$ cat config.mk
export PLATFORM = sky130hd
export DESIGN_NAME = ama_riscv_mmio
export DESIGN_NICKNAME = d
export VERILOG_FILES = /design/src/rtl/ama_riscv_mmio.sv
export SDC_FILE = /design/constraint.sdc
export NUM_CORES = 1
export LEC_CHECK = 0
export CAP_MARGIN = 20
export CORE_ASPECT_RATIO = 0.8
export CORE_UTILIZATION = 58
export DETAILED_ROUTE_END_ITERATION = 7
export DONT_BUFFER_PORTS = 1
export HOLD_SLACK_MARGIN = 0.1
export PLACE_DENSITY_LB_ADDON = 0.3
export SYNTH_ARGS = -nofsm -noshare
export SYNTH_HDL_FRONTEND = slang
export SYNTH_SLANG_ARGS = --single-unit
$ cat constraint.sdc
create_clock -name clk -period 2.37 [get_ports clk]
set_clock_uncertainty 0.1 [all_clocks]
set_input_delay 0.3555 -clock clk [delete_from_list [all_inputs] [get_ports clk]]
set_output_delay 0.3555 -clock clk [all_outputs]
set_load 0.02 [all_outputs]
$ cat src/rtl/ama_riscv_mmio.sv
// MMIO controller: cycle/instruction counters with hi-word shadows, plus UART TX/RX FIFOs.
// Reads are registered (one-cycle latency) so the core load path matches DMEM.
module ama_riscv_mmio #(
    parameter int TX_DEPTH = 4,
    parameter int RX_DEPTH = 4,
    parameter int CNT_W    = 64
) (
    input  logic        clk,
    input  logic        rst,
    input  logic        mmio_en,
    input  logic [3:0]  mmio_we,
    input  logic [2:0]  mmio_addr,
    input  logic [31:0] mmio_wdata,
    output logic [31:0] mmio_rdata,
    input  logic        inst_retired,
    output logic [7:0]  uart_tx_data,
    output logic        uart_tx_valid,
    input  logic        uart_tx_ready,
    input  logic [7:0]  uart_rx_data,
    input  logic        uart_rx_valid,
    output logic        uart_rx_ready
);

    localparam int TX_AW = $clog2(TX_DEPTH);
    localparam int RX_AW = $clog2(RX_DEPTH);

    localparam logic [2:0] OFS_CTRL   = 3'd0;
    localparam logic [2:0] OFS_STATUS = 3'd1;
    localparam logic [2:0] OFS_TX     = 3'd2;
    localparam logic [2:0] OFS_RX     = 3'd3;
    localparam logic [2:0] OFS_CYC_LO = 3'd4;
    localparam logic [2:0] OFS_INS_LO = 3'd5;
    localparam logic [2:0] OFS_CYC_HI = 3'd6;
    localparam logic [2:0] OFS_INS_HI = 3'd7;

    localparam logic [TX_AW:0]   TX_ONE  = (TX_AW+1)'(1);
    localparam logic [RX_AW:0]   RX_ONE  = (RX_AW+1)'(1);
    localparam logic [CNT_W-1:0] CNT_ONE = CNT_W'(1);

    // Bits above 31 of a counter; zero when the counter is only 32 bits wide.
    function automatic logic [31:0] hi_word(input logic [CNT_W-1:0] c);
        return 32'(64'(c) >> 32);
    endfunction

    logic rd_p0;
    logic wr0_p0;
    logic ctrl_wr_p0;
    logic clr_cnt_p0;
    logic clr_ovf_p0;

    assign rd_p0      = mmio_en && (mmio_we == 4'b0000);
    assign wr0_p0     = mmio_en && mmio_we[0];
    assign ctrl_wr_p0 = wr0_p0 && (mmio_addr == OFS_CTRL);
    assign clr_cnt_p0 = ctrl_wr_p0 && mmio_wdata[0];
    assign clr_ovf_p0 = ctrl_wr_p0 && mmio_wdata[1];

    logic unused_wdata;
    assign unused_wdata = ^mmio_wdata[31:8];

    // ---------------- TX FIFO ----------------
    logic [7:0]     tx_mem [TX_DEPTH];
    logic [TX_AW:0] tx_wptr;
    logic [TX_AW:0] tx_rptr;
    logic [TX_AW:0] tx_cnt;
    logic           tx_full;
    logic           tx_empty;
    logic           tx_push_req;
    logic           tx_push;
    logic           tx_pop;
    logic           tx_ovf;

    assign tx_cnt      = tx_wptr - tx_rptr;
    assign tx_full     = (tx_cnt == (TX_AW+1)'(TX_DEPTH));
    assign tx_empty    = (tx_cnt == '0);
    assign tx_push_req = wr0_p0 && (mmio_addr == OFS_TX);
    assign tx_pop      = !tx_empty && uart_tx_ready;
    // A full FIFO still takes the write when the head leaves in the same cycle.
    assign tx_push     = tx_push_req && (!tx_full || tx_pop);

    assign uart_tx_valid = !tx_empty;
    assign uart_tx_data  = tx_empty ? 8'h00 : tx_mem[tx_rptr[TX_AW-1:0]];

    always_ff @(posedge clk) begin
        if (tx_push) tx_mem[tx_wptr[TX_AW-1:0]] <= mmio_wdata[7:0];
    end

    always_ff @(posedge clk or negedge rst) begin
        if (!rst) begin
            tx_wptr <= '0;
            tx_rptr <= '0;
            tx_ovf  <= 1'b0;
        end else begin
            if (tx_push) tx_wptr <= tx_wptr + TX_ONE;
            if (tx_pop)  tx_rptr <= tx_rptr + TX_ONE;
            if (clr_ovf_p0)                 tx_ovf <= 1'b0;
            else if (tx_push_req && !tx_push) tx_ovf <= 1'b1;
        end
    end

    // ---------------- RX FIFO ----------------
    logic [7:0]     rx_mem [RX_DEPTH];
    logic [RX_AW:0] rx_wptr;
    logic [RX_AW:0] rx_rptr;
    logic [RX_AW:0] rx_cnt;
    logic           rx_full;
    logic           rx_empty;
    logic           rx_push;
    logic           rx_pop;

    assign rx_cnt        = rx_wptr - rx_rptr;
    assign rx_full       = (rx_cnt == (RX_AW+1)'(RX_DEPTH));
    assign rx_empty      = (rx_cnt == '0);
    assign uart_rx_ready = !rx_full;
    assign rx_push       = uart_rx_valid && !rx_full;
    assign rx_pop        = rd_p0 && (mmio_addr == OFS_RX) && !rx_empty;

    always_ff @(posedge clk) begin
        if (rx_push) rx_mem[rx_wptr[RX_AW-1:0]] <= uart_rx_data;
    end

    always_ff @(posedge clk or negedge rst) begin
        if (!rst) begin
            rx_wptr <= '0;
            rx_rptr <= '0;
        end else begin
            if (rx_push) rx_wptr <= rx_wptr + RX_ONE;
            if (rx_pop)  rx_rptr <= rx_rptr + RX_ONE;
        end
    end

    // ---------------- counters and hi-word shadows ----------------
    logic [CNT_W-1:0] cyc_cnt;
    logic [CNT_W-1:0] ins_cnt;
    logic [31:0]      cyc_shadow;
    logic [31:0]      ins_shadow;

    always_ff @(posedge clk or negedge rst) begin
        if (!rst) begin
            cyc_cnt    <= '0;
            ins_cnt    <= '0;
            cyc_shadow <= '0;
            ins_shadow <= '0;
        end else begin
            if (clr_cnt_p0)        cyc_cnt <= '0;
            else                   cyc_cnt <= cyc_cnt + CNT_ONE;
            if (clr_cnt_p0)        ins_cnt <= '0;
            else if (inst_retired) ins_cnt <= ins_cnt + CNT_ONE;
            // The lo read freezes the matching hi half so a later hi read is coherent.
            if (rd_p0 && (mmio_addr == OFS_CYC_LO)) cyc_shadow <= hi_word(cyc_cnt);
            if (rd_p0 && (mmio_addr == OFS_INS_LO)) ins_shadow <= hi_word(ins_cnt);
        end
    end

    // ---------------- read mux / p0 -> p1 boundary ----------------
    logic [31:0] rdata_p0;

    always_comb begin
        rdata_p0 = '0;
        case (mmio_addr)
            OFS_STATUS: rdata_p0 = {8'h00, 8'(tx_cnt), 8'(rx_cnt), 5'h00, tx_ovf, tx_full, !rx_empty};
            OFS_RX:     rdata_p0 = rx_empty ? 32'h0 : {24'h0, rx_mem[rx_rptr[RX_AW-1:0]]};
            OFS_CYC_LO: rdata_p0 = cyc_cnt[31:0];
            OFS_INS_LO: rdata_p0 = ins_cnt[31:0];
            OFS_CYC_HI: rdata_p0 = cyc_shadow;
            OFS_INS_HI: rdata_p0 = ins_shadow;
            default:    rdata_p0 = '0;
        endcase
    end

    always_ff @(posedge clk or negedge rst) begin
        if (!rst)       mmio_rdata <= '0;
        else if (rd_p0) mmio_rdata <= rdata_p0;
    end

endmodule

==> results_dict.tcl <==
set metrics [dict create \
    nets 1408 \
    slew_violations 0 \
    cts.clk_slew.worst_paths_ns 0.06 \
    die_area_um2 24900 \
    place.gp.congestion 0.924 \
    postRouteAntennaNets 0 \
    drive_gt1_share_pct 20.9 \
    post-dp-hpwl_um 23400 \
    synth_seq_area_share_pct 55.7 \
    routedWlPerCell_um 21.3 \
    critPathMaxFanout 5 \
    hold_class "in2async" \
    antenna_found_initial 1 \
    syn2layout_area_growth_pct 17.2 \
    drv_cap 0 \
    fmax_ghz 0.382 \
    fin_ws_ns -0.249 \
    path_class "reg2out" \
    finalPower_mw 15.0 \
    cts_max_level 1 \
    tightestPinTransition_ns 0.688 \
    yosys.area.top_type_share_pct 42.1 \
    die_x_um 176 \
    top_layer "met4" \
    synth.most_common_cell "dfrtp_1" \
    n_antenna_cell 0 \
    violations "negative hold slack, negative setup slack" \
    start_util_pct 59.6 \
    crit_required_ns 1.91 \
    cts.sinks 301 \
    ys_seq_elements 301 \
    overflow 0 \
    finalSetupTns_ns -6.43 \
    synth_edf_count 64 \
    synth_fp_nets 1310 \
    peakVddDrop_mv 0.576 \
    crit_path_start_kind "flip-flop" \
    fin_crit_sh_pct 110 \
    hold_violations 237 \
    grt_max_degree 238 \
    multiInputGateArea_um2 6140 \
    yosysUniqueCellTypes 55 \
    io_pins 95 \
    status "finished with violations" \
    io_buffers 0 \
    vias 10574 \
    worst_setup_path_end_kind "output pin" \
    drt_first_pass_iters 6 \
    leakage_nw 6.89 \
    grt_pass1_wl_um 56700 \
    period_minus_slack_ns 2.62 \
    synthTopCellsByCount "dfrtp_1, nor2_1, nand2_1" \
    fp.coreArea_um2 23600 \
    ys.flop_type "dfrtp_1" \
    via_per_inst 6.32 \
    cts_buffers 29 \
    p_per_area_nw_per_um2 909 \
    grt_use_total_pct 29.3 \
    clockBufferDepth 3 \
    setup_violations 43 \
    async_flop_share_pct 78.7 \
    yosys.area.top_type "dfrtp_1" \
    netlist_instances 1241 \
    fp-row-count 50 \
    wl_met2_um 16400 \
    die_h_um 141 \
    wl_um 35700 \
    maxSlewHeadroom_pct 54.0 \
    syn_avg_cell_area_um2 11.4 \
    rsz0062_at_grt "true" \
    cp.arrival_ns 2.16 \
    holdWs_ns -0.608 \
    drc 0 \
    clock_latency_ns 0.56 \
    met3_length_um 2700 \
    synth_warnings 0 \
    grt_pass1_vias 10214 \
    wl_met1_um 15900 \
    synthesis.area_um2 14100 \
    cts_tree "done" \
    clock-root-buffer "clkbuf_16" \
    yosys-top-cells-area "dfrtp_1, edfxtp_1, mux2_2" \
    fill_cells 1629 \
    seq_area_um2 7850 \
    drtIter0Drc 1083 \
]
[path summary, 6_finish.rpt]
path	start	end	slack, ns	cells past startpoint
worst max-delay path	tx_wptr[0]	uart_tx_data[0]	-0.25	6
min in group clk	mmio_en	mmio_rdata[2]	0.11	3
worst min register to register	ins_shadow[1]	ins_shadow[1]	0.39	2
worst min-delay path	rst	cyc_cnt[56]	-0.61	0
max in group asynchronous	rst	mmio_rdata[21]	2.32	0
worst max register to register	tx_wptr[0]	tx_mem[0][4]	-0.14	10
[per-stage QoR]
step	setup slack (ns)	hold slack (ns)	instance area, um2	instances	utilization, %
after floorplan	0.0132	-0.0401	14100	1241	-
after global placement	0.0447	-0.0307	15000	1580	63.4
after detailed placement	-0.0407	-0.0317	15000	1580	63.4
after CTS	-0.223	-0.619	16300	1664	69.0
after global routing	-0.316	-0.622	16500	1674	69.9
final	-0.249	-0.608	16500	1674	69.9
[layout by cell type, fill, tap and decap left out, types with 18 or more instances in the layout]
cell type	n
nor2_1	94
mux2_2	58
edfxtp_1	64
clkbuf_16	30
nand3_1	40
mux4_2	20
o21ai_0	76
xor2_1	45
nand4_1	59
buf_4	93
a22oi_1	18
a22o_1	18
or3_1	43
a221oi_1	18
dlygate4sd3_1	23
nand2_1	94
dfrtp_1	236
a21oi_1	66
xnor2_1	25
and3_1	22
[per-layer routing]
metal  track usage, %  vias to the layer above
li1                 -                     4815
met1             44.2                     5294
met2             44.2                      402
met3             5.81                       63
met4             5.68                        0
met5                0                        -
[worst max-delay path, stage by stage (launching register included)]
cell     delay (ns)
dfrtp_1        0.37
inv_2          0.06
ha_4           0.15
fa_2           0.34
xnor3_2        0.34
nand3_4        0.15
and2_4         0.20
[flip-flops by register name, indices dropped and copies added (netlist names)]
name and count:
cyc_cnt 64, cyc_shadow 32, ins_cnt 64, ins_shadow 32, mmio_rdata 32, rx_mem 32, rx_rptr 3, rx_wptr 3
tx_mem 32, tx_ovf 1, tx_rptr 3, tx_wptr 3
[final cells by class]
class	instances	share of cell area (%)
Timing Repair Buffer	129	6.77
Inverter	16	0.364
Clock buffer	39	4.99
Sequential cell	301	47.5
Multi-Input combinational cell	862	37.2
Clock inverter	15	0.803
Tap cell	312	2.36
[power by group]
part	internal [mW]	switching [mW]
clock	2.66	2.01
sequential	5.98	0.761
combinational	1.78	1.83
[timing repair]
action / CTS / global route
cloned: 1 / 0
gates resized for setup: 34 / 30
pin swaps: 3 / 8
setup buffers: 7 / 11
setup endpoints to repair: 19 / 78
endpoints found under the hold margin: 320 / 253
hold buffers: 22 / 1
[kinds of logic (layout without fill, tap and decap cells)]
logic type	count (synthesis)	after routing	synth area share, %
AO/OA/AOI/OAI	236	236	10.4
XOR/XNOR	73	73	4.73
adder cells (fa/ha/maj)	16	16	1.53
buffers and inverters	79	199	2.18
flip-flops	301	301	55.7
multiplexers	81	81	8.05
AND/OR/NAND/NOR	455	456	17.4
Note: power is estimated with default switching activity, not from simulation.
